===== src/rtl/hilo_div_unit.sv =====
// HI/LO register file with an iterative restoring divider (MIPS div/divu).
// Produces one quotient bit per cycle, then commits quotient to LO and remainder to HI.
module hilo_div_unit #(
  parameter int unsigned WIDTH = 32,
  parameter int unsigned CNT_W = 6
) (
  input  logic             clock,
  input  logic             reset,
  input  logic             start,
  input  logic             is_signed,
  input  logic [WIDTH-1:0] dividend,
  input  logic [WIDTH-1:0] divisor,
  input  logic             abort,
  input  logic             mthi_we,
  input  logic             mtlo_we,
  input  logic [WIDTH-1:0] wdata,
  output logic [WIDTH-1:0] hi,
  output logic [WIDTH-1:0] lo,
  output logic             div_busy,
  output logic             div_done
);

  typedef enum logic [1:0] {
    S_IDLE = 2'd0,
    S_RUN  = 2'd1,
    S_FIX  = 2'd2
  } state_e;

  state_e           state_q, state_d;
  logic [CNT_W-1:0] cnt_q, cnt_d;
  logic [WIDTH-1:0] rem_q, rem_d;
  logic [WIDTH-1:0] quo_q, quo_d;
  logic [WIDTH-1:0] dvs_q, dvs_d;
  logic             q_neg_q, q_neg_d;
  logic             r_neg_q, r_neg_d;
  logic [WIDTH-1:0] hi_q, hi_d;
  logic [WIDTH-1:0] lo_q, lo_d;
  logic             done_q, done_d;

  logic [WIDTH:0]   shift_w;
  logic             ge_w;

  always_ff @(posedge clock or posedge reset) begin
    if (reset) begin
      state_q <= S_IDLE;
      cnt_q   <= '0;
      rem_q   <= '0;
      quo_q   <= '0;
      dvs_q   <= '0;
      q_neg_q <= 1'b0;
      r_neg_q <= 1'b0;
      hi_q    <= '0;
      lo_q    <= '0;
      done_q  <= 1'b0;
    end else begin
      state_q <= state_d;
      cnt_q   <= cnt_d;
      rem_q   <= rem_d;
      quo_q   <= quo_d;
      dvs_q   <= dvs_d;
      q_neg_q <= q_neg_d;
      r_neg_q <= r_neg_d;
      hi_q    <= hi_d;
      lo_q    <= lo_d;
      done_q  <= done_d;
    end
  end

  always_comb begin
    state_d = state_q;
    cnt_d   = cnt_q;
    rem_d   = rem_q;
    quo_d   = quo_q;
    dvs_d   = dvs_q;
    q_neg_d = q_neg_q;
    r_neg_d = r_neg_q;
    hi_d    = hi_q;
    lo_d    = lo_q;
    done_d  = 1'b0;

    // Shift-in and compare carry an extra MSB so a partial remainder >= 2^(WIDTH-1) is not lost.
    shift_w = {rem_q, quo_q[WIDTH-1]};
    ge_w    = (shift_w >= {1'b0, dvs_q});

    unique case (state_q)
      S_IDLE: begin
        if (mthi_we) hi_d = wdata;
        if (mtlo_we) lo_d = wdata;
        if (start && !abort) begin
          state_d = S_RUN;
          cnt_d   = '0;
          rem_d   = '0;
          quo_d   = (is_signed && dividend[WIDTH-1]) ? ('0 - dividend) : dividend;
          dvs_d   = (is_signed && divisor[WIDTH-1])  ? ('0 - divisor)  : divisor;
          q_neg_d = is_signed && (dividend[WIDTH-1] ^ divisor[WIDTH-1]);
          r_neg_d = is_signed && dividend[WIDTH-1];
        end
      end
      S_RUN: begin
        if (abort) begin
          state_d = S_IDLE;
        end else begin
          // The subtracted result is always below the divisor, so WIDTH bits suffice.
          rem_d = ge_w ? (shift_w[WIDTH-1:0] - dvs_q) : shift_w[WIDTH-1:0];
          quo_d = {quo_q[WIDTH-2:0], ge_w};
          cnt_d = cnt_q + 1'b1;
          if (cnt_q == CNT_W'(WIDTH - 1)) state_d = S_FIX;
        end
      end
      S_FIX: begin
        state_d = S_IDLE;
        if (!abort) begin
          lo_d   = q_neg_q ? ('0 - quo_q) : quo_q;
          hi_d   = r_neg_q ? ('0 - rem_q) : rem_q;
          done_d = 1'b1;
        end
      end
      default: state_d = S_IDLE;
    endcase
  end

  assign hi       = hi_q;
  assign lo       = lo_q;
  assign div_busy = (state_q != S_IDLE);
  assign div_done = done_q;

endmodule


===== config.mk =====
export PLATFORM = sky130hd
export DESIGN_NAME = hilo_div_unit
export DESIGN_NICKNAME = d
export VERILOG_FILES = /design/src/rtl/hilo_div_unit.sv
export SDC_FILE = /design/constraint.sdc
export NUM_CORES = 1
export LEC_CHECK = 0
export ABC_AREA = 0
export CORE_UTILIZATION = 60
export DETAILED_ROUTE_END_ITERATION = 12
export MAX_ROUTING_LAYER = met4
export PLACE_DENSITY_LB_ADDON = 0.1
export SKIP_CTS_REPAIR_TIMING = 1
export SLEW_MARGIN = 30
export SYNTH_ARGS = -nofsm -noshare
export SYNTH_HDL_FRONTEND = slang
export SYNTH_SLANG_ARGS = --single-unit

===== constraint.sdc =====
create_clock -name clock -period 14.1 [get_ports clock]
set_input_delay 1.41 -clock clock [delete_from_list [all_inputs] [get_ports clock]]
set_output_delay 1.41 -clock clock [all_outputs]
set_load 0.03 [all_outputs]

==> results.json, run 1 <==
{
  "cts_buffer_depth": 2,
  "synth-async-reset-ratio": 1.00,
  "met1_length_mm": 14.8,
  "fin_hold_ws_ns": 0.474,
  "startpoint_type": "input port",
  "antenna_found_initial": 0,
  "grt_pass1_vias": 10139,
  "cp.required_ns": 14.41,
  "die_h_um": 140,
  "drv_slew": 0,
  "grt-ovfl-total": 0,
  "dieWidth_um": 140,
  "ys.flop_type": "dfrtp_1",
  "dpl_worst_slack_ns": 9.79,
  "h-tree-depth": 4,
  "drv_cap": 0,
  "yosysTopAreaCellShare": 0.374,
  "grt_pass1_wl_mm": 53.4,
  "regArea_sq_mm": 0.00428,
  "num_rows": 50,
  "synth_nets": 1512,
  "fill_cells": 1469,
  "critPathMaxFanout": 5,
  "die-area_sq_mm": 0.0196,
  "numCtsBuffers": 17,
  "fin_tns_setup_ns": 0,
  "gp_congestion": 0.959,
  "dr.max_layer_used": "met4",
  "io_buffers": 168,
  "cts_tree": "built",
  "ios": 169,
  "slew_headroom": 0.366,
  "drt-pass1-iter-count": 5,
  "ir_worst_vdd_uv": 116,
  "layout-drive-gt1-share": 0.0431,
  "antenna_left": 0,
  "area_delta_synth_final_pct": 21.3,
  "p_per_area_mw_per_mm2": 189,
  "skew_ns": 0.0132,
  "wl_mm": 32.9,
  "cts.sinks": 171,
  "wl_per_cell_um": 18.9,
  "drt_iter0_drc": 975,
  "tightestPinTransition_ns": 0.947,
  "drc": 0,
  "grt_max_degree": 105,
  "hpwl_mm": 24.4,
  "status": "complete, no violations",
  "hold_viol": 0,
  "num_antenna_cells": 0,
  "routed_via_density": 6.21,
  "cp.arrival_ns": 4.17,
  "floorplan.initialDensity": 0.612,
  "ys.warnings.count": 0,
  "yosysTopAreaCell": "dfrtp_1",
  "nets": 1636,
  "wl_met2_mm": 15.1,
  "synth-edff-count": 0,
  "critPathKind": "in -> reg",
  "layout_setup_ws_ns": 10.24,
  "yosysUniqueCellTypes": 63,
  "final_common_cell": "nand2_1",
  "postSynthCellCount": 1371,
  "path_clk_slew_ns": 0.08,
  "rsz0062_at_grt": "no",
  "fmax_mhz": 259,
  "multi_input_area_sq_mm": 0.00675,
  "clock_latency_ns": 0.44,
  "power_mw": 2.62,
  "layout_common_cells": "185 x nand2_1, 170 x dfrtp_1, 168 x clkdlybuf4s50_1",
  "route.vias.total": 10826,
  "grt_usage": 0.356,
  "yosysSeqAreaShare": 0.374,
  "synth.area.top_cells": "dfrtp_1 37%, o21ai_0 7.0%, nand2_1 6.1%",
  "post-route-min-period_ns": 3.86,
  "finalInstanceArea_sq_mm": 0.0139,
  "root_buffer": "clkbuf_16",
  "dr_wl_met3_mm": 2.25,
  "setup_viol_count_final": 0,
  "p_leak_nw": 5.83,
  "core_region_area_sq_mm": 0.0187,
  "fin_crit_sh": 0.274,
  "placed_area_sq_mm": 0.0133,
  "avgSynthCellArea_sq_um": 8.34,
  "ys_ff_latch": 171,
  "hold_path_class": "reg -> reg",
  "end_kind": "register",
  "synth.cell_area_sq_mm": 0.0114
}
-- report_power, final --
group	leakage, nW	switching, mW	internal [mW]
sequential	2.14	0.188	0.610
combinational	3.40	0.777	0.563
clock	0.290	0.229	0.254
-- flip-flops by register name, indices dropped and copies added (netlist names) --
signal    count
cnt_q         6
div_done      1
dvs_q        32
hi           32
lo           32
q_neg_q       1
quo_q        32
r_neg_q       1
rem_q        32
state_q       2
-- per-stage QoR --
stage,util,instances
CTS,0.741,1742
finish,0.742,1742
detailed placement,0.709,1710
global placement,0.708,1708
floorplan,-,1371
global route,0.742,1742
-- layout make-up --
class,instances,share of cell area
timing repair buffer,178,0.128
clock inverter,15,0.0120
multi-input combinational,1077,0.486
sequential,171,0.308
inverter,50,0.0141
clock buffer,17,0.0306
tap,234,0.0211
-- synthesized netlist by cell type (26+ instances only) --
master,n
o21ai_0,160
a22oi_1,26
o31ai_1,55
ha_1,37
xnor2_1,77
dfrtp_1,171
a21oi_1,81
nand2_1,185
xor2_1,71
nor2_1,121
a21o_1,34
inv_1,50
clkbuf_1,64
-- worst max-delay path, cell delays in order --
cell             delay, ns
clkdlybuf4s50_1       0.49
nor4_1                0.38
nand2_1               0.17
or3_1                 0.45
nor3_1                0.46
nand2_1               0.20
o41ai_1               0.36
xor2_1                0.18
o21ai_0               0.08
-- path summary, 6_finish.rpt --
path	startpoint	end	slack (ns)	depth (start not counted)
max in group asynchronous	reset	quo_q[1]	11.53	3
worst min register to register	cnt_q[5]	state_q[1]	0.47	1
worst min-delay path	cnt_q[5]	state_q[1]	0.47	1
min in group asynchronous	reset	hi[3]	1.48	2
worst max-delay path	divisor[2]	dvs_q[29]	10.24	9
worst max register to register	rem_q[0]	rem_q[31]	10.39	9
-- cells by family after synthesis --
group	share of synthesized area
buffers and inverters	0.0413
adders and majority gates	0.0422
and+or+nand+nor	0.173
AOI/OAI and AO/OA	0.245
xor gates and xnor gates	0.113
DFF	0.374
muxes	0.0106
-- layer usage --
metal | vias to the layer above | GRT usage
li1 | 5122 | -
met3 | 54 | 0.0585
met2 | 429 | 0.545
met4 | 0 | 0.104
met1 | 5221 | 0.488
met5 | - | -
No activity file was read; power rests on OpenSTA's default activity.
==> inputs of run 2 (changes only) <==
--- a/config.mk
+++ b/config.mk
@@ -6,7 +6,7 @@
 export NUM_CORES = 1
 export LEC_CHECK = 0
 export ABC_AREA = 0
-export CORE_UTILIZATION = 60
+export CORE_UTILIZATION = 56
 export DETAILED_ROUTE_END_ITERATION = 12
 export MAX_ROUTING_LAYER = met4
 export PLACE_DENSITY_LB_ADDON = 0.1
==> constraint.sdc (replaced) <==
create_clock -name clock -period 3.6 [get_ports clock]
set_input_delay 0.36 -clock clock [delete_from_list [all_inputs] [get_ports clock]]
set_output_delay 0.36 -clock clock [all_outputs]
set_load 0.03 [all_outputs]
==> results.json, run 2 (synthesis gave the netlist of run 1 again) <==
{
  "status": "complete, no violations",
  "p_leak_nw": 5.97,
  "area_delta_synth_final_pct": 23.7,
  "critical_path.max_stage_delay_ns": 0.49,
  "fin_crit_sh": 0.892,
  "drv_slew": 0,
  "slew_headroom": 0.393,
  "h-tree-depth": 4,
  "antenna_left": 0,
  "drt-pass1-iter-count": 5,
  "grt_max_degree": 92,
  "crit_chain": "ha_1, nor2b_1, o21ai_0, o21ai_0, a21o_1, a211o_1, a41o_1, buf_4, mux2i_1, o21ai_0",
  "cp_num_buf_inv": 1,
  "num_rows": 51,
  "numCtsBuffers": 17,
  "drc": 0,
  "floorplan.initialDensity": 0.580,
  "cp.arrival_ns": 3.53,
  "end_kind": "register",
  "final_cell_count_no_fill": 1793,
  "wl_per_cell_um": 19.0,
  "layout-drive-gt1-share": 0.0543,
  "dieWidth_um": 145,
  "hold_path_class": "in -> async",
  "fin_tns_setup_ns": 0,
  "critPathKind": "reg -> reg",
  "die-area_sq_mm": 0.0210,
  "grt-ovfl-total": 0,
  "drt_iter0_drc": 896,
  "hold_viol": 0,
  "io_buffers": 168,
  "grt_usage": 0.336,
  "critPathMaxFanout": 13,
  "final_common_cell": "nand2_1",
  "cts_tree": "built",
  "clock_latency_ns": 0.45,
  "fmax_mhz": 312,
  "crit_top_cell": "o21ai_0",
  "setup_viol_count_final": 0,
  "rsz0062_at_grt": "no",
  "cp_top_family": "compound AO/OA/AOI/OAI gates",
  "ir_worst_vdd_uv": 404,
  "startpoint_type": "register",
  "cts.sinks": 171,
  "route.vias.total": 10813,
  "dpl.cell_count": 1760,
  "routed_via_density": 6.03,
  "hpwl_mm": 26.1,
  "drv_cap": 0,
  "ios": 169,
  "root_buffer": "clkbuf_16",
  "p_per_area_mw_per_mm2": 748,
  "grt_pass1_wl_mm": 54.3,
  "skew_ns": 0.0123,
  "num_antenna_cells": 0,
  "nets": 1656,
  "fin_hold_ws_ns": 0.229,
  "core_region_area_sq_mm": 0.0197,
  "tightestPinTransition_ns": 0.911,
  "layout_common_cells": "185 x nand2_1, 171 x dfrtp_1, 168 x clkdlybuf4s50_1",
  "cp.required_ns": 3.92,
  "cts_buffer_depth": 2,
  "path_clk_slew_ns": 0.07,
  "post-route-min-period_ns": 3.21,
  "grt_pass1_vias": 9958,
  "antenna_found_initial": 0,
  "slowest_stage": "o21ai_0",
  "die_h_um": 145,
  "gp_congestion": 0.980,
  "wl_mm": 34.1
}
==> run 2: cell types whose count changed in the layout (fill, tap and decap cells not counted), sizes merged <==
cell      delta
bufinv       +3
buf         +20
inv          -4
clkinvlp     +1
==> run 2: through the flow <==
stage | setup WS [ns] | instance area [sq um] | power, mW | util
detailed placement | 0.314 | 13500 | 8.44 | 0.684
global placement | 0.360 | 13500 | 8.36 | 0.684
floorplan | 0.737 | 11400 | 6.75 | -
global route | 0.150 | 14100 | 11.3 | 0.718
finish | 0.390 | 14100 | 10.6 | 0.718
CTS | 0.466 | 14100 | 10.5 | 0.717
==> run 2: report_power, final <==
group | switching, mW | internal, mW | total, mW
registers | 0.737 | 2.39 | 3.13
clock network | 0.865 | 1.19 | 2.05
logic | 3.12 | 2.29 | 5.41
==> run 2: cell type report <==
type                    instances  area [sq um]
clock buffers                  17           425
well taps                     265           332
inverters                      50           191
fillers                      1576          5570
clock inverters                15           220
repair buffers                198          1970
flip-flops and latches        171          4280
multi-input cells            1077          6730
==> run 2: path summary, 6_finish.rpt <==
| kind | from | to | slack (ns) | cells after the start |
|---|---|---|---|---|
| setup / recovery | rem_q[0] | rem_q[6] | 0.39 | 10 |
| max in group asynchronous | reset | rem_q[14] | 2.63 | 4 |
| setup reg to reg | rem_q[0] | rem_q[6] | 0.39 | 10 |
| hold reg to reg | hi[1] | hi[1] | 0.48 | 1 |
| min in group clock | hi[1] | hi[1] | 0.48 | 1 |
| hold / removal | reset | hi[11] | 0.23 | 2 |
==> run 2: per-layer routing <==
layer / track usage / share of wire / vias up
met2: 0.497 / 0.45 / 433
li1: - / - / 5164
met5: - / 0 / -
met3: 0.0632 / 0.070 / 59
met1: 0.469 / 0.45 / 5157
met4: 0.0973 / 0.025 / 0
